--- config.mk ---
export PLATFORM = sky130hd
export DESIGN_NAME = horizontal_timing_generator
export DESIGN_NICKNAME = d
export VERILOG_FILES = /design/src/rtl/horizontal_timing_generator.sv
export SDC_FILE = /design/constraint.sdc
export NUM_CORES = 1
export LEC_CHECK = 0
export ABC_AREA = 1
export BUFFER_PORTS_ARGS = -buffer_cell sky130_fd_sc_hd__buf_4
export CAP_MARGIN = 20
export CORE_ASPECT_RATIO = 1.4
export CORE_MARGIN = 2
export CORE_UTILIZATION = 25
export DETAILED_ROUTE_END_ITERATION = 10
export SLEW_MARGIN = 20
export SYNTH_ARGS = -nofsm -noshare
export SYNTH_HDL_FRONTEND = slang
export SYNTH_SLANG_ARGS = --single-unit
--- constraint.sdc ---
create_clock -name clk_i -period 1.35 [get_ports clk_i]
set_input_delay 0.27 -clock clk_i [delete_from_list [all_inputs] [get_ports clk_i]]
set_output_delay 0.27 -clock clk_i [all_outputs]
set_load 0.01 [all_outputs]
--- src/rtl/horizontal_timing_generator.sv ---
// -----------------------------------------------------------------------------
// horizontal_timing_generator
//
// VGA horizontal timing for one scanline. A per-state counter, advanced only
// on pixel-enable cycles, walks a four-state machine in this order:
// FRONT_PORCH -> SYNC_PULSE -> BACK_PORCH -> ACTIVE_VIDEO -> FRONT_PORCH.
// The line_done strobe is the increment for the downstream vertical line
// counter.
//
// Optional feature macro: HTIMING_PIXEL_X_EN
//   defined   : pixel_x reports the active-video column (0..H_ACTIVE-1) while
//               in ACTIVE_VIDEO and 0 elsewhere.
//   undefined : pixel_x is tied to 0 and its decode is not built.
//
// Ports:
//   clk_i                     in  1      system clock
//   rst_i                     in  1      synchronous active-high reset
//   pixel_en_i                in  1      pixel-rate enable (timing advances
//                                        only when high)
//   restart_i                 in  1      synchronous line restart
//   hsync_o                   out 1      horizontal sync, active low
//   horizontal_active_video_o out 1      high during active video
//   pixel_x_o                 out CNT_W  active-video column
//   line_done_o               out 1      strobe on the last active pixel
//
// Enable semantics: pixel_en_i acts as the single "valid" qualifier for the
// timing stream. There is no backpressure: every cycle with pixel_en_i high
// consumes one pixel slot, cycles with it low consume nothing. rst_i beats
// restart_i, which beats pixel_en_i.
// -----------------------------------------------------------------------------
module horizontal_timing_generator #(
  parameter int H_ACTIVE = 640,
  parameter int H_FRONT  = 16,
  parameter int H_SYNC   = 96,
  parameter int H_BACK   = 48,
  parameter int CNT_W    = 10
) (
  input  logic             clk_i,
  input  logic             rst_i,
  input  logic             pixel_en_i,
  input  logic             restart_i,
  output logic             hsync_o,
  output logic             horizontal_active_video_o,
  output logic [CNT_W-1:0] pixel_x_o,
  output logic             line_done_o
);

  typedef enum logic [1:0] {
    FRONT_PORCH  = 2'd0,
    SYNC_PULSE   = 2'd1,
    BACK_PORCH   = 2'd2,
    ACTIVE_VIDEO = 2'd3
  } state_t;

  localparam logic [CNT_W-1:0] LAST_FRONT  = CNT_W'(H_FRONT  - 1);
  localparam logic [CNT_W-1:0] LAST_SYNC   = CNT_W'(H_SYNC   - 1);
  localparam logic [CNT_W-1:0] LAST_BACK   = CNT_W'(H_BACK   - 1);
  localparam logic [CNT_W-1:0] LAST_ACTIVE = CNT_W'(H_ACTIVE - 1);

  // state is kept as a plainly named signal so checkers can bind to it.
  state_t           state;
  state_t           state_next;
  logic [CNT_W-1:0] cnt;
  logic [CNT_W-1:0] cnt_next;
  logic [CNT_W-1:0] last_cnt;
  logic             state_last;

  // Terminal count of the current state.
  always_comb begin
    last_cnt = LAST_FRONT;
    unique case (state)
      FRONT_PORCH:  last_cnt = LAST_FRONT;
      SYNC_PULSE:   last_cnt = LAST_SYNC;
      BACK_PORCH:   last_cnt = LAST_BACK;
      ACTIVE_VIDEO: last_cnt = LAST_ACTIVE;
      default:      last_cnt = LAST_FRONT;
    endcase
  end

  assign state_last = (cnt == last_cnt);

  // Next-state / next-count. Reset is applied in the register process so it
  // dominates everything here.
  always_comb begin
    state_next = state;
    cnt_next   = cnt;
    if (restart_i) begin
      state_next = FRONT_PORCH;
      cnt_next   = '0;
    end else if (pixel_en_i) begin
      if (state_last) begin
        cnt_next = '0;
        unique case (state)
          FRONT_PORCH:  state_next = SYNC_PULSE;
          SYNC_PULSE:   state_next = BACK_PORCH;
          BACK_PORCH:   state_next = ACTIVE_VIDEO;
          ACTIVE_VIDEO: state_next = FRONT_PORCH;
          default:      state_next = FRONT_PORCH;
        endcase
      end else begin
        cnt_next = cnt + CNT_W'(1);
      end
    end
  end

  always_ff @(posedge clk_i) begin
    if (rst_i) begin
      state <= FRONT_PORCH;
      cnt   <= '0;
    end else begin
      state <= state_next;
      cnt   <= cnt_next;
    end
  end

  // Moore outputs from the registered state.
  assign hsync_o                   = (state != SYNC_PULSE);
  assign horizontal_active_video_o = (state == ACTIVE_VIDEO);

  // Mealy strobe: same cycle as the final active enable, so the vertical
  // counter samples it on the very edge that wraps this line.
  assign line_done_o = (state == ACTIVE_VIDEO) && state_last && pixel_en_i &&
                       !restart_i && !rst_i;

`ifdef HTIMING_PIXEL_X_EN
  assign pixel_x_o = (state == ACTIVE_VIDEO) ? cnt : '0;
`else
  assign pixel_x_o = '0;
`endif

endmodule

==> flow_metrics.tcl <==
set metrics [dict create \
    overflow 0 \
    track_usage_pct 10.80 \
    rsz0062_at_grt "true" \
    cts_max_path_buffers 2 \
    cts_sinks 12 \
    dp_slack_ns -0.1073 \
    numCtsBuffers 3 \
    avgViaCountPerCell 3.948 \
    async_reset_ff_share_pct 0 \
    vias 754 \
    r2r-start "state[1]" \
    ir_drop_uv 491.5 \
    setup_ws_ns -0.3701 \
    n_fill_cell 378 \
    critPathLaunchType "flip-flop" \
    post_drt_wl_per_cell_um 8.880 \
    synth_top_area_cell "dfxtp_1" \
    skew_ns 0.006945 \
    n_antenna_cell 0 \
    max_stage_delay_ns 0.36 \
    clk_latency_ns 0.25 \
    wl_um 1696 \
    die_y_um 72.98 \
    yosys_warnings 0 \
    drt_iter0_drc 9 \
    cp_max_fo 4 \
    rrSetupSlack_ns 0.01 \
    p_leak_uw 0.0005466 \
    placementRows 25 \
    cp.required_ns 1.08 \
    syn_area_um2 849.6 \
    worstPathArrival_ns 1.45 \
    antenna_found_initial 0 \
    synth_area_per_cell_um2 6.907 \
    hold_class "primary input to flip-flop" \
    synth_cell_type_count 22 \
    synth_compound_area_share_pct 0.5891 \
    crit_chain "ha_4, nand2_2, nand2_2, nor2_4, nand3_4, nor3_4, buf_6" \
    setup_viol 2 \
    clock-root-buffer "clkbuf_8" \
    drc_errors 0 \
    grt_pass1_wl_um 2973 \
    yosysMostFrequentCell "nand2_1" \
    drive_gt1_share_pct 41.06 \
    ant_nets 0 \
    violations "setup timing" \
    yosysTopAreaCellShare_pct 28.28 \
    synthTopCellsByCount "nand2_1 (30), nor2_1 (20), inv_1 (16), dfxtp_1 (12), buf_4 (11)" \
    coreArea_um2 3316 \
    yosysSeqAreaShare_pct 28.28 \
    rr_worst_depth 10 \
    slew_viol_final 0 \
    timing.fmax_mhz 581.4 \
    synthMuxAreaShare_pct 1.178 \
    start_util_pct 25.62 \
    crit_top_cell "nand2_2" \
    synth_fa_ha_area_share_pct 7.364 \
    r2r_end "cnt[0]" \
    power.density_nw_per_um2 635.2 \
    syn-instance-count 123 \
    synth_top_family_by_area "simple AND/OR/NAND/NOR gates" \
    area_delta_synth_final_pct 40.35 \
    hold_viol_final 0 \
    ios 17 \
    cts_tree "done" \
    synthSimpleGateAreaFrac_pct 40.35 \
    grt_pass1_vias 696 \
    gp_congestion 0.7197 \
    synth-edff-count 0 \
    portBuffers 6 \
    period_needed_ns 1.720 \
    end_kind "output pin" \
    chipWidth_um 53.27 \
    path_class "flip-flop to output pin" \
    ys_ff_latch 12 \
    htreeDepth 1 \
    die_area_um2 3887 \
    first_pass_iters 4 \
    cp-endpoint "line_done_o" \
    grt_max_degree 9 \
    synth_area_leaders "dfxtp_1 (28%), nand2_1 (13%), buf_4 (9.7%), nor2_1 (8.8%), ha_1 (7.4%)" \
    cp_slowest_cell "dfxtp_4" \
    status "finished with violations" \
    finalNetCount 161 \
    place_hpwl_um 1313 \
    crit_start "state[0]" \
    finalSetupTns_ns -0.3768 \
    timing.max_cap.violations 0 \
    synth-xor-area-share_pct 4.124 \
    min_period_over_period_pct 127.4 \
    ys.flop_type "dfxtp_1" \
    holdWs_ns 0.3630 \
    clkTransAtPathRegs_ns 0.05 \
]
==> repair_timing <==
action	in CTS	in global routing
setup endpoints to repair	8	13
hold buffers	0	0
buffers inserted	0	0
pin swaps	2	8
endpoints found under the hold margin	0	0
resized for setup	3	7
==> stage by stage <==
step / util (%) / area, µm² / power [µW] / instances
after floorplan: - / 939.7 / 415.8 / 132
after global placement: 33.25 / 1102 / 415.8 / 187
after detailed placement: 33.25 / 1102 / 416.5 / 187
after CTS: 35.06 / 1162 / 775.5 / 191
after global routing: 35.96 / 1192 / 799.7 / 191
final: 35.96 / 1192 / 757.4 / 191
==> routing by layer <==
layer / GRT usage (%) / vias to the layer above / part of all wire [%]
met4: 7.692 / 0 / 3.6
li1: - / 406 / -
met3: 2.459 / 5 / 4.1
met2: 18.11 / 15 / 53
met1: 11.48 / 328 / 40
met5: 0 / - / 0
==> worst max-delay path, delay by kind of cell (launching register included) <==
kind          cells  cell delay (ns)
buf+inv           1             0.12
fa+ha+maj         1             0.18
simple gates      5             0.55
flops             1             0.36
==> worst min-delay path by stage <==
stage / from / endpoint / slack [ns] / cells after the start
floorplan: pixel_en_i / cnt[1] / 0.44 / 2
global placement: cnt[9] / cnt[9] / 0.55 / 3
detailed placement: cnt[9] / cnt[9] / 0.56 / 3
CTS: rst_i / cnt[8] / 0.37 / 4
global route: rst_i / cnt[8] / 0.43 / 4
finish: rst_i / cnt[8] / 0.36 / 4
==> where the power goes <==
group / switching, µW / total (µW) / leakage (µW) / internal (µW)
combinational: 33.0 / 55.0 / 0.000425 / 22.0
clock: 140 / 348 / 0.0000228 / 208
sequential: 1.73 / 354 / 0.0000993 / 353
total: 174 / 757 / 0.000547 / 583
==> cell families (layout without fill, tap and decap cells) <==
family | Yosys count | in the layout
AOI/OAI and AO/OA | 1 | 1
xor gates and xnor gates | 4 | 4
adders and majority gates | 5 | 5
buffers and inverters | 29 | 48
DFF | 12 | 12
muxes | 1 | 1
other | 1 | 10
and+or+nand+nor | 70 | 70
==> cell type report <==
| class | count | area [µm²] | area share (%) |
|---|---|---|---|
| inverters | 18 | 70.07 | 5.876 |
| repair buffers | 26 | 198.9 | 16.68 |
| multi-input cells | 91 | 578.1 | 48.48 |
| well taps | 40 | 50.05 | 4.197 |
| clock buffers | 4 | 45.04 | 3.778 |
| flip-flops and latches | 12 | 250.2 | 20.99 |
==> sequential cells by signal, summed over array words and instances, names as in the netlist <==
name and flops:
cnt 10, state 2
==> cell usage in the layout (no fill, tap or decap), types with 3 or more instances in the layout <==
master and count:
buf_4 25, clkbuf_8 3, conb_1 10, dfxtp_1 8
ha_4 3, inv_1 12, inv_2 5, nand2_1 24
nand2_2 9, nand3_1 4, nand4_1 3, nor2_1 19
nor2_4 4, xor2_1 3
Note: power is estimated with default switching activity, not from simulation.
